[src/rtl/l2_arb_pkg.sv]
// l2_arb_pkg
//   Shared constants for the parametrised L2 input arbiter: channel index
//   names, default parameter values, and width helpers used to size the
//   per-channel age counters and the MSHR credit counter.
package l2_arb_pkg;

   // Channel indices; a lower index means higher fixed priority.
   localparam int CH_FENCE   = 0;
   localparam int CH_RSP     = 1;
   localparam int CH_FWD     = 2;
   localparam int CH_ONGOING = 3;
   localparam int CH_CPU     = 4;

   localparam int N_CH_DEF         = 5;
   localparam int MSHR_DEPTH_DEF   = 4;
   localparam int STARVE_LIMIT_DEF = 7;

   // Channels that allocate an MSHR when granted (rsp and cpu_req).
   localparam logic [N_CH_DEF-1:0] CREDIT_MASK_DEF = 5'b10010;

   function automatic int age_w(input int limit);
      return $clog2(limit + 1);
   endfunction

   function automatic int cnt_w(input int depth);
      return $clog2(depth + 1);
   endfunction

   localparam int AGE_W = age_w(STARVE_LIMIT_DEF);
   localparam int CNT_W = cnt_w(MSHR_DEPTH_DEF);

endpackage

[src/rtl/l2_input_arbiter_param_if.sv]
// l2_input_arbiter_param_if
//   Request-side bundle between the L2 input interfaces and the arbiter.
//   Ports: decode_en, req_valid[N_CH], req_elig[N_CH],
//          req_addr[N_CH*ADDR_W] (channel i at [i*ADDR_W +: ADDR_W]),
//          ready[N_CH] (returned by the arbiter).
//
//   Handshake: a request on channel i is transferred in exactly the cycle
//   where req_valid[i] and ready[i] are both high. ready is combinational,
//   one-hot or zero, and depends only on the current request inputs and the
//   arbiter state; a requester must not make req_valid depend on ready.
interface l2_input_arbiter_param_if #(
   parameter int N_CH   = 5,
   parameter int ADDR_W = 32
);
   logic                     decode_en;
   logic [N_CH-1:0]          req_valid;
   logic [N_CH-1:0]          req_elig;
   logic [N_CH*ADDR_W-1:0]   req_addr;
   logic [N_CH-1:0]          ready;

   modport master (output decode_en, req_valid, req_elig, req_addr, input ready);
   modport slave  (input  decode_en, req_valid, req_elig, req_addr, output ready);
endinterface

[src/rtl/l2_arb_age_ctr.sv]
// l2_arb_age_ctr
//   Saturating starvation counter for one channel.
//   Ports: clk, rst (sync, active-high), en (decode cycle), cand (channel
//   competed), won (channel granted), starved (age reached STARVE_LIMIT).
module l2_arb_age_ctr
   import l2_arb_pkg::*;
#(
   parameter int STARVE_LIMIT = STARVE_LIMIT_DEF
) (
   input  logic clk,
   input  logic rst,
   input  logic en,
   input  logic cand,
   input  logic won,
   output logic starved
);
   localparam int AW = age_w(STARVE_LIMIT);
   localparam logic [AW-1:0] LIMIT = AW'(STARVE_LIMIT);

   logic [AW-1:0] age_q;
   logic [AW-1:0] age_d;

   // Only a losing candidate ages; winning or dropping out resets the count.
   always_comb begin
      age_d = age_q;
      if (en) begin
         if (!cand || won) begin
            age_d = '0;
         end else if (age_q != LIMIT) begin
            age_d = age_q + AW'(1);
         end
      end
   end

   always_ff @(posedge clk) begin
      if (rst) begin
         age_q <= '0;
      end else begin
         age_q <= age_d;
      end
   end

   assign starved = (age_q == LIMIT);

endmodule

[src/rtl/l2_input_arbiter_param.sv]
// l2_input_arbiter_param
//   Fixed-priority arbiter over N_CH L2 input channels with starvation
//   promotion and MSHR credit gating.
//   Ports: clk, rst (sync, active-high); req_if (slave: decode_en,
//   req_valid, req_elig, req_addr in; ready out, combinational one-hot);
//   mshr_free (one MSHR released); registered decode results grant_q,
//   grant_idx_q, grant_valid_q, promoted_q, tag_q, set_q, line_addr_q;
//   credit_cnt (free MSHRs); credit_err (sticky over-release).
module l2_input_arbiter_param
   import l2_arb_pkg::*;
#(
   parameter int              N_CH         = N_CH_DEF,
   parameter int              ADDR_W       = 32,
   parameter int              OFFSET_BITS  = 4,
   parameter int              SET_BITS     = 9,
   parameter int              MSHR_DEPTH   = MSHR_DEPTH_DEF,
   parameter logic [N_CH-1:0] CREDIT_MASK  = CREDIT_MASK_DEF,
   parameter int              STARVE_LIMIT = STARVE_LIMIT_DEF,
   localparam int             IDX_W        = $clog2(N_CH),
   localparam int             TAG_W        = ADDR_W - OFFSET_BITS - SET_BITS,
   localparam int             LINE_W       = ADDR_W - OFFSET_BITS,
   localparam int             CW           = cnt_w(MSHR_DEPTH)
) (
   input  logic                   clk,
   input  logic                   rst,
   l2_input_arbiter_param_if.slave req_if,
   input  logic                   mshr_free,
   output logic [N_CH-1:0]        grant_q,
   output logic [IDX_W-1:0]       grant_idx_q,
   output logic                   grant_valid_q,
   output logic                   promoted_q,
   output logic [TAG_W-1:0]       tag_q,
   output logic [SET_BITS-1:0]    set_q,
   output logic [LINE_W-1:0]      line_addr_q,
   output logic [CW-1:0]          credit_cnt,
   output logic                   credit_err
);
   localparam logic [CW-1:0] CNT_MAX = CW'(MSHR_DEPTH);

   logic [N_CH-1:0]     cand, starved, pick, win_oh;
   logic [IDX_W-1:0]    win_idx;
   logic                win_found, promoted, dec, credit_ok;
   logic [ADDR_W-1:0]   win_addr;
   logic                unused_offset;

   logic [N_CH-1:0]     grant_d;
   logic [IDX_W-1:0]    grant_idx_d;
   logic                grant_valid_d, promoted_d;
   logic [TAG_W-1:0]    tag_d;
   logic [SET_BITS-1:0] set_d;
   logic [LINE_W-1:0]   line_addr_d;
   logic [CW-1:0]       credit_cnt_q, credit_cnt_d;
   logic                credit_err_q, credit_err_d;

   // Credit-consuming channels drop out entirely while no MSHR is free.
   assign credit_ok = (credit_cnt_q != '0);
   assign cand = req_if.req_valid & req_if.req_elig & ~(CREDIT_MASK & {N_CH{!credit_ok}});

   // Starved candidates, when present, replace the full candidate set, so
   // the same lowest-index search serves both the promoted and normal case.
   always_comb begin
      promoted  = |(cand & starved);
      pick      = promoted ? (cand & starved) : cand;
      win_found = |pick;
      win_idx   = '0;
      for (int i = N_CH - 1; i >= 0; i--) begin
         if (pick[i]) win_idx = IDX_W'(i);
      end
      win_oh = '0;
      for (int i = 0; i < N_CH; i++) begin
         win_oh[i] = win_found && (win_idx == IDX_W'(i));
      end
   end

   assign win_addr      = req_if.req_addr[int'(win_idx)*ADDR_W +: ADDR_W];
   assign unused_offset = ^win_addr[OFFSET_BITS-1:0];
   assign req_if.ready  = (req_if.decode_en && !rst) ? win_oh : '0;

   for (genvar g = 0; g < N_CH; g++) begin : g_age
      l2_arb_age_ctr #(.STARVE_LIMIT(STARVE_LIMIT)) u_age (
         .clk     (clk),
         .rst     (rst),
         .en      (req_if.decode_en),
         .cand    (cand[g]),
         .won     (win_oh[g]),
         .starved (starved[g])
      );
   end

   always_comb begin
      grant_d       = grant_q;
      grant_idx_d   = grant_idx_q;
      grant_valid_d = grant_valid_q;
      promoted_d    = promoted_q;
      tag_d         = tag_q;
      set_d         = set_q;
      line_addr_d   = line_addr_q;
      if (req_if.decode_en) begin
         grant_d       = win_oh;
         grant_idx_d   = win_found ? win_idx : '0;
         grant_valid_d = win_found;
         promoted_d    = promoted;
         tag_d         = win_found ? win_addr[ADDR_W-1 -: TAG_W] : '0;
         set_d         = win_found ? win_addr[OFFSET_BITS +: SET_BITS] : '0;
         line_addr_d   = win_found ? win_addr[ADDR_W-1:OFFSET_BITS] : '0;
      end
   end

   // A grant and a release in the same cycle cancel out.
   always_comb begin
      dec          = req_if.decode_en && win_found && CREDIT_MASK[win_idx];
      credit_cnt_d = credit_cnt_q;
      credit_err_d = credit_err_q;
      case ({dec, mshr_free})
         2'b10: credit_cnt_d = credit_cnt_q - CW'(1);
         2'b01: begin
            if (credit_cnt_q == CNT_MAX) credit_err_d = 1'b1;
            else                         credit_cnt_d = credit_cnt_q + CW'(1);
         end
         default: ;
      endcase
   end

   always_ff @(posedge clk) begin
      if (rst) begin
         grant_q       <= '0;
         grant_idx_q   <= '0;
         grant_valid_q <= 1'b0;
         promoted_q    <= 1'b0;
         tag_q         <= '0;
         set_q         <= '0;
         line_addr_q   <= '0;
         credit_cnt_q  <= CNT_MAX;
         credit_err_q  <= 1'b0;
      end else begin
         grant_q       <= grant_d;
         grant_idx_q   <= grant_idx_d;
         grant_valid_q <= grant_valid_d;
         promoted_q    <= promoted_d;
         tag_q         <= tag_d;
         set_q         <= set_d;
         line_addr_q   <= line_addr_d;
         credit_cnt_q  <= credit_cnt_d;
         credit_err_q  <= credit_err_d;
      end
   end

   assign credit_cnt = credit_cnt_q;
   assign credit_err = credit_err_q;

endmodule
[src/flat_wrapper.sv]
// flat-port wrapper written by rule: the top's interface ports become plain ports
module l2_input_arbiter_param_flat import l2_arb_pkg::*;
#(
   parameter int              N_CH         = N_CH_DEF,
   parameter int              ADDR_W       = 32,
   parameter int              OFFSET_BITS  = 4,
   parameter int              SET_BITS     = 9,
   parameter int              MSHR_DEPTH   = MSHR_DEPTH_DEF,
   parameter logic [N_CH-1:0] CREDIT_MASK  = CREDIT_MASK_DEF,
   parameter int              STARVE_LIMIT = STARVE_LIMIT_DEF,
   localparam int             IDX_W        = $clog2(N_CH),
   localparam int             TAG_W        = ADDR_W - OFFSET_BITS - SET_BITS,
   localparam int             LINE_W       = ADDR_W - OFFSET_BITS,
   localparam int             CW           = cnt_w(MSHR_DEPTH)
)
  (clk, rst, mshr_free, grant_q, grant_idx_q, grant_valid_q, promoted_q, tag_q, set_q, line_addr_q, credit_cnt, credit_err, req_if_decode_en, req_if_req_valid, req_if_req_elig, req_if_req_addr, req_if_ready);
  l2_input_arbiter_param_if #(.N_CH(N_CH), .ADDR_W(ADDR_W)) req_if_i ();
  input  logic clk;
  input  logic rst;
  input  logic mshr_free;
  output logic [N_CH-1:0] grant_q;
  output logic [IDX_W-1:0] grant_idx_q;
  output logic grant_valid_q;
  output logic promoted_q;
  output logic [TAG_W-1:0] tag_q;
  output logic [SET_BITS-1:0] set_q;
  output logic [LINE_W-1:0] line_addr_q;
  output logic [CW-1:0] credit_cnt;
  output logic credit_err;
  input wire logic [$bits(req_if_i.decode_en)-1:0] req_if_decode_en;
  input wire logic [$bits(req_if_i.req_valid)-1:0] req_if_req_valid;
  input wire logic [$bits(req_if_i.req_elig)-1:0] req_if_req_elig;
  input wire logic [$bits(req_if_i.req_addr)-1:0] req_if_req_addr;
  output wire logic [$bits(req_if_i.ready)-1:0] req_if_ready;
  assign req_if_i.decode_en = req_if_decode_en;
  assign req_if_i.req_valid = req_if_req_valid;
  assign req_if_i.req_elig = req_if_req_elig;
  assign req_if_i.req_addr = req_if_req_addr;
  assign req_if_ready = req_if_i.ready;
  l2_input_arbiter_param #(.N_CH(N_CH), .ADDR_W(ADDR_W), .OFFSET_BITS(OFFSET_BITS), .SET_BITS(SET_BITS), .MSHR_DEPTH(MSHR_DEPTH), .CREDIT_MASK(CREDIT_MASK), .STARVE_LIMIT(STARVE_LIMIT)) u_core (.clk(clk), .rst(rst), .req_if(req_if_i), .mshr_free(mshr_free), .grant_q(grant_q), .grant_idx_q(grant_idx_q), .grant_valid_q(grant_valid_q), .promoted_q(promoted_q), .tag_q(tag_q), .set_q(set_q), .line_addr_q(line_addr_q), .credit_cnt(credit_cnt), .credit_err(credit_err));
endmodule
[config.mk]
export PLATFORM = sky130hd
export DESIGN_NAME = l2_input_arbiter_param_flat
export DESIGN_NICKNAME = d
export VERILOG_FILES = /design/src/rtl/l2_arb_pkg.sv /design/src/rtl/l2_input_arbiter_param_if.sv /design/src/rtl/l2_arb_age_ctr.sv /design/src/rtl/l2_input_arbiter_param.sv /design/src/flat_wrapper.sv
export SDC_FILE = /design/constraint.sdc
export NUM_CORES = 1
export LEC_CHECK = 0
export CAP_MARGIN = 20
export CORE_MARGIN = 1.5
export CORE_UTILIZATION = 33
export CTS_CLUSTER_DIAMETER = 100
export CTS_CLUSTER_SIZE = 24
export DETAILED_ROUTE_END_ITERATION = 10
export PLACE_DENSITY = 0.78
export SLEW_MARGIN = 15
export SYNTH_ARGS = -nofsm -noshare
export SYNTH_HDL_FRONTEND = slang
export SYNTH_SLANG_ARGS = --single-unit
[constraint.sdc]
create_clock -name clk -period 2.6 [get_ports clk]
set_input_delay 0.39 -clock clk [delete_from_list [all_inputs] [get_ports clk]]
set_output_delay 0.39 -clock clk [all_outputs]
set_load 0.02 [all_outputs]
==> impl_metrics.tcl, run 1 <==
set metrics [dict create \
    power.density_nw_per_um2 447 \
    cts.reportedPaths.clkPinSlew_ps 50 \
    hold_depth 1 \
    post_route_minimum_period_ps 2780 \
    htree_levels 3 \
    cts.sink_count 57 \
    failed_checks "setup timing" \
    clockRootBuffer "sky130_fd_sc_hd__clkbuf_16" \
    ir_drop_mv 0.389 \
    wire_length_of_the_first_global_routing_pass_um 24300 \
    r2r_slack_ps -180 \
    worst_r2r_path_depth 14 \
    synthFlopType "sky130_fd_sc_hd__dfxtp_1" \
    dieWidth_um 110 \
    worst_clock_skew_ps 8.08 \
    power.share.combinational_pct 34.4 \
    netsw_w 0.000968 \
    postSynthAreaPerCell_sq_um 9.05 \
    ant_nets 0 \
    layout-drive-gt1-share_pct 29.0 \
    synth-warning-count 0 \
    asyncSetResetFlopFracSynth_pct 0 \
    setup.worst_path.start_class "flop" \
    yosysSeqAreaShare_pct 30.5 \
    dr.first_iter.drc_count 232 \
    fp.dieH_um 110 \
    clockPowerShare_pct 35.8 \
    detail_route.first_pass.iterations 4 \
    worstHoldEndpoint "u_core.grant_q[4]" \
    route.vias.total 4547 \
    timing.final.hold_violations 0 \
    worst-setup-path-type "flop to flop" \
    critical_path.reg2reg.startpoint "u_core.g_age[2].u_age.age_q[0]" \
    min-delay-start "u_core.grant_q[4]" \
    num_cts_buffers 9 \
    detail_route.vias_per_cell 5.53 \
    first_global_vias 4630 \
    clock_tree.buffer_depth 2 \
    critical_path_required_ps 2810 \
    synth_top_area_share_pct 30.5 \
    fmaxAchievable_ghz 0.360 \
    fin_nets 860 \
    final-setup-viol-count 34 \
    routed_wl_um 17100 \
    remaining_drc_errors 0 \
    unrepaired_setup_endpoints_after_global_routing "yes" \
    maxCapViolCount 0 \
    mostFrequentLayoutCell "sky130_fd_sc_hd__clkdlybuf4s50_1" \
    grt_usage_pct 26.6 \
    max_slew_margin_pct 31.7 \
    syn_inst 414 \
    p_leak_nw 2.82 \
    arrival_ps 2990 \
    grt.overflow.total 0 \
    run_status "finished, violations left" \
    totalPowerFinal_w 0.00330 \
    tritoncts "done" \
    worstHoldPathType "flop to flop" \
    timing_worst_slew_pin_value_ps 1020 \
    place_congestion 0.869 \
    critPathCaptureType "flop" \
    fp.dieArea_sq_um 12000 \
    final-max-slew-violation-count 0 \
    wl_per_cell_um 20.8 \
    most-common-layout-cells "223 x sky130_fd_sc_hd__clkdlybuf4s50_1, 54 x sky130_fd_sc_hd__nor2_1, 53 x sky130_fd_sc_hd__buf_4, 53 x sky130_fd_sc_hd__dfxtp_1, 29 x sky130_fd_sc_hd__nand2b_1" \
    layout-area-overhead-vs-synth_pct 97.2 \
    setup_tns_ps -2030 \
    fin_crit_sh_pct 107 \
    syn-num-nets 599 \
    worstSkewPairLatency_ps 330 \
    crit-reg2reg-capture "u_core.credit_cnt[2]" \
    final_worst_setup_slack_ps -181 \
    io-pin-count 249 \
    grt_start_max_net_pins 40 \
    post_synth_num_cell_types 57 \
    pwr-share-seq_pct 29.7 \
    yosysTopAreaCell "sky130_fd_sc_hd__dfxtp_1" \
    sw_frac_of_total_pct 29.4 \
    post-dp-hpwl_um 11900 \
    internal_power_w 0.00233 \
    fin_worst_hold_slack_ps 451 \
    core_region_area_sq_um 10900 \
    synth.top_cells.by_area "sky130_fd_sc_hd__dfxtp_1 30%, sky130_fd_sc_hd__a2111oi_2 7.6%, sky130_fd_sc_hd__a221o_1 7.5%" \
    path_max_fanout 4 \
    rows 38 \
    floorplan.initialDensity_pct 34.3 \
    synth-edff-count 0 \
    portBuffers 228 \
    synth-seq-cells 57 \
    mappedNetlistArea_sq_um 3750 \
    antenna_found_initial 3 \
]
-- metal layers --
metal	global-route usage (%)	share of wire (%)	vias up
met3	6.52	7.3	41
met2	48.8	52	200
met4	12.1	3.3	2
met5	0	0.10	-
li1	-	-	2098
met1	28.5	38	2206
-- flip-flops by register name, summed over array words and instances (netlist names) --
register                  count
u_core.grant_idx_q            3
u_core.line_addr_q           28
u_core.credit_err             1
u_core.g_age.u_age.age_q     15
u_core.grant_valid_q          1
u_core.promoted_q             1
u_core.grant_q                5
u_core.credit_cnt             3
-- through the flow --
step	utilization [%]	std cells	instance area (sq um)	setup slack, ps
after floorplan	-	414	3830	0.444
after global placement	59.0	781	6450	-429
after detailed placement	59.0	781	6450	-635
after CTS	65.0	809	7110	-172
after global routing	67.6	822	7390	-208
final	67.6	822	7390	-181
-- layout make-up --
class	count	area, sq um
clock buffer	11	243
tap	140	175
timing repair buffer	308	3150
antenna	2	5.00
clock inverter	5	55.1
fill	831	3550
multi-input combinational	299	2610
sequential	57	1150
-- worst max-delay path, cell delays in order, from the launching register on --
cell and delay, ps:
sky130_fd_sc_hd__dfxtp_2 330, sky130_fd_sc_hd__ha_4 160, sky130_fd_sc_hd__ha_4 160, sky130_fd_sc_hd__and3_4 160, sky130_fd_sc_hd__buf_6 110, sky130_fd_sc_hd__a211oi_4 230
sky130_fd_sc_hd__buf_4 180, sky130_fd_sc_hd__buf_4 130, sky130_fd_sc_hd__a31oi_4 100, sky130_fd_sc_hd__buf_4 170, sky130_fd_sc_hd__nand2_2 100, sky130_fd_sc_hd__o21ai_4 70
sky130_fd_sc_hd__fa_2 370, sky130_fd_sc_hd__nor4bb_1 290, sky130_fd_sc_hd__nor4_1 80
-- worst max-delay path by stage --
stage	from	endpoint	slack, ps
floorplan	u_core.g_age[0].u_age.age_q[0]	u_core.credit_cnt[2]	0.4
global placement	req_if_req_valid[2]	req_if_ready[3]	-430
detailed placement	req_if_req_valid[2]	u_core.line_addr_q[7]	-640
CTS	u_core.g_age[2].u_age.age_q[1]	u_core.credit_cnt[2]	-170
global route	u_core.g_age[2].u_age.age_q[1]	u_core.credit_cnt[2]	-210
finish	u_core.g_age[2].u_age.age_q[0]	u_core.credit_cnt[2]	-180
-- what timing repair did --
| action | 4_1_cts | 5_1_grt |
|---|---|---|
| cloned | 3 | 2 |
| buffers inserted | 9 | 9 |
| resized for setup | 76 | 37 |
| endpoints found under the setup margin | 41 | 42 |
| pin swaps | 28 | 26 |
| hold buffers | 0 | 0 |
-- power groups by stage --
stage                     logic, W  registers (W)  clock network, W
after floorplan           0.000401        0.00105                 0
after global placement    0.000966       0.000992                 0
after global routing       0.00119       0.000985           0.00123
after detailed placement  0.000982       0.000995                 0
after CTS                  0.00107       0.000978           0.00120
final                      0.00114       0.000980           0.00118
-- synth_stat cells (all sizes together), types with 4 or more instances --
cell	count
nor2	74
dfxtp	57
buf	40
nand2b	29
a2111oi	28
a221o	28
o22ai	27
clkbuf	18
nand2	12
ha	10
nor3	8
o21ai	7
a21o	6
a22o	6
a21oi	5
a22oi	4
a31oi	4
and3	4
nor4	4
-- kinds of logic (layout without fill, tap and decap cells) --
group / count (synthesis) / count (layout) / synth area share, %
mux: 4 / 4 / 1.10
buf+inv: 58 / 324 / 9.82
compound gates: 135 / 135 / 34.1
fa+ha+maj: 11 / 11 / 3.87
flops: 57 / 57 / 30.5
simple gates: 149 / 149 / 20.7
other cells: 0 / 2 / 0
Note: power is estimated with default switching activity, not from simulation.
==> run 2: changes to the inputs <==
--- a/config.mk
+++ b/config.mk
@@ -7,11 +7,11 @@
 export LEC_CHECK = 0
 export CAP_MARGIN = 20
 export CORE_MARGIN = 1.5
-export CORE_UTILIZATION = 33
+export CORE_UTILIZATION = 37
 export CTS_CLUSTER_DIAMETER = 100
 export CTS_CLUSTER_SIZE = 24
 export DETAILED_ROUTE_END_ITERATION = 10
-export PLACE_DENSITY = 0.78
+export PLACE_DENSITY = 0.83
 export SLEW_MARGIN = 15
 export SYNTH_ARGS = -nofsm -noshare
 export SYNTH_HDL_FRONTEND = slang
==> constraint.sdc (replaced) <==
create_clock -name clk -period 3 [get_ports clk]
set_input_delay 0.45 -clock clk [delete_from_list [all_inputs] [get_ports clk]]
set_output_delay 0.45 -clock clk [all_outputs]
set_load 0.02 [all_outputs]
==> impl_metrics.tcl, run 2 (synthesis results as in run 1) <==
set metrics [dict create \
    run_status "completed" \
    dpl_cell_area_sq_um 6220 \
    ir_drop_mv 0.311 \
    detail_route.vias_per_cell 5.55 \
    final.fill_count 791 \
    place_congestion 0.881 \
    postLayoutCoreUtil_pct 66.2 \
    fp.dieArea_sq_um 10700 \
    first_global_vias 4497 \
    fin_worst_hold_slack_ps 451 \
    power.density_nw_per_um2 385 \
    fp.dieH_um 104 \
    dieWidth_um 104 \
    pwr-share-seq_pct 33.6 \
    timing.final.hold_violations 0 \
    most-common-layout-cells "223 x sky130_fd_sc_hd__clkdlybuf4s50_1, 61 x sky130_fd_sc_hd__nor2_1, 57 x sky130_fd_sc_hd__dfxtp_1" \
    wl_per_cell_um 19.8 \
    totalPowerFinal_w 0.00251 \
    num_cts_buffers 9 \
    max_slew_margin_pct 33.1 \
    largestRegisters "u_core.line_addr_q (28), u_core.g_age.u_age.age_q (15), u_core.grant_q (5)" \
    antenna_found_initial 1 \
    floorplan.initialDensity_pct 38.1 \
    design_area_sq_um 6500 \
    post_route_minimum_period_ps 2910 \
    path_max_fanout 5 \
    timing_worst_slew_pin_value_ps 1000 \
    critPathCaptureType "output pin" \
    cp_cell_sequence "ha_1, ha_1, and3_2, a211o_1, o31ai_2, nand4_1, nor2_2, buf_2" \
    remaining_drc_errors 0 \
    fmaxAchievable_ghz 0.344 \
    worst-setup-path-type "flop to output pin" \
    io-pin-count 249 \
    final-max-slew-violation-count 0 \
    route.vias.total 4325 \
    mostFrequentLayoutCell "sky130_fd_sc_hd__clkdlybuf4s50_1" \
    unrepaired_setup_endpoints_after_global_routing "yes" \
    ant_nets 0 \
    setup_tns_ps 0 \
    multi_input_comb_area_sq_um 2330 \
    regArea_sq_um 1140 \
    layout-area-overhead-vs-synth_pct 73.6 \
    cts.reportedPaths.clkPinSlew_ps 70 \
    grt.overflow.total 0 \
    worst_clock_skew_ps 11.3 \
    clock_tree.buffer_depth 2 \
    fin_crit_sh_pct 96.9 \
    p_leak_nw 2.49 \
    worstHoldPathType "flop to flop" \
    dr.first_iter.drc_count 276 \
    critical_path_required_ps 2550 \
    core_region_area_sq_um 9820 \
    fin_nets 825 \
    clockPowerShare_pct 33.0 \
    largest_register "u_core.line_addr_q" \
    htree_levels 3 \
    grt_usage_pct 28.6 \
    tritoncts "done" \
    internal_power_w 0.00175 \
    final-setup-viol-count 0 \
    rows 36 \
    maxCapViolCount 0 \
    worst_path_max_delay_cell "sky130_fd_sc_hd__dfxtp_1" \
    arrival_ps 2460 \
    detail_route.first_pass.iterations 4 \
    layout-drive-gt1-share_pct 19.5 \
    sw_frac_of_total_pct 30.2 \
    worstSkewPairLatency_ps 340 \
    netsw_w 0.000756 \
    grt_start_max_net_pins 40 \
    routed_wl_um 15400 \
    portBuffers 228 \
    critical_path_s_largest_stage_delay_ps 320 \
    power.share.combinational_pct 33.4 \
    setup.worst_path.start_class "flop" \
    clockRootBuffer "sky130_fd_sc_hd__clkbuf_8" \
    post-dp-hpwl_um 11800 \
    number_of_flip_flops_under_the_largest_register_name 28 \
    cts.sink_count 57 \
    critPathMostFrequentCell "sky130_fd_sc_hd__ha_1" \
    wire_length_of_the_first_global_routing_pass_um 24400 \
]
[run 2: cell types whose count changed in the layout (fill, tap and decap cells not counted), sizes merged]
| cell | previous run | this run |
|---|---|---|
| bufinv | 1 | 2 |
| clkbuf | 13 | 11 |
| buf | 83 | 49 |
| clkinvlp | 2 | 3 |
| diode | 2 | 1 |
| clkinv | 2 | 1 |
[run 2: power by group through the flow]
| stage | Clock [W] | Sequential [W] | Combinational (W) |
|---|---|---|---|
| floorplan | 0 | 0.000912 | 0.000340 |
| global placement | 0 | 0.000858 | 0.000805 |
| detailed placement | 0 | 0.000860 | 0.000822 |
| CTS | 0.000848 | 0.000843 | 0.000833 |
| global route | 0.000883 | 0.000849 | 0.000888 |
| finish | 0.000826 | 0.000843 | 0.000837 |
[run 2: cell type report]
type,count,area share (%)
Clock buffer,10,2.12
Tap cell,133,2.56
Sequential cell,57,17.5
Timing Repair Buffer,273,40.6
Multi-Input combinational cell,299,35.8
Clock inverter,6,1.40
Antenna cell,1,0.0385
[run 2: final timing paths]
path	start	to	slack (ps)	cells past startpoint
max reg2reg	u_core.g_age[0].u_age.age_q[0]	u_core.line_addr_q[6]	130	11
min reg2reg	u_core.grant_q[4]	u_core.grant_q[4]	450	1
min	u_core.grant_q[4]	u_core.grant_q[4]	450	1
max	u_core.g_age[0].u_age.age_q[0]	req_if_ready[3]	90	8
[run 2: routing by layer]
metal	vias to the layer above	wire length [um]	track usage (%)
met2	170	8120	52.3
met1	2091	5750	31.4
met4	0	591	11.9
met3	40	951	6.99
li1	2024	-	-
met5	-	0	0
[run 2: through the flow]
stage,worst slack [ps],instances
2_1_floorplan,116,414
3_3_place_gp,-188,761
3_5_place_dp,-249,761
4_1_cts,13.7,778
5_1_grt,-3.85,779
6_report,92.0,779
[run 2: repair_timing]
action | 4_1_cts | 5_1_grt
buffers inserted | 1 | 0
pin swaps | 2 | 3
resized for setup | 27 | 11
endpoints found under the setup margin | 7 | 13
hold buffers | 0 | 0
[run 2: critical path: cells and delay by family (launching register included)]
family	cells	cell delay, ps
flip-flops	1	320
buffers and inverters	1	200
AO/OA/AOI/OAI	2	620
adder cells (fa/ha/maj)	2	420
AND/OR/NAND/NOR	3	570
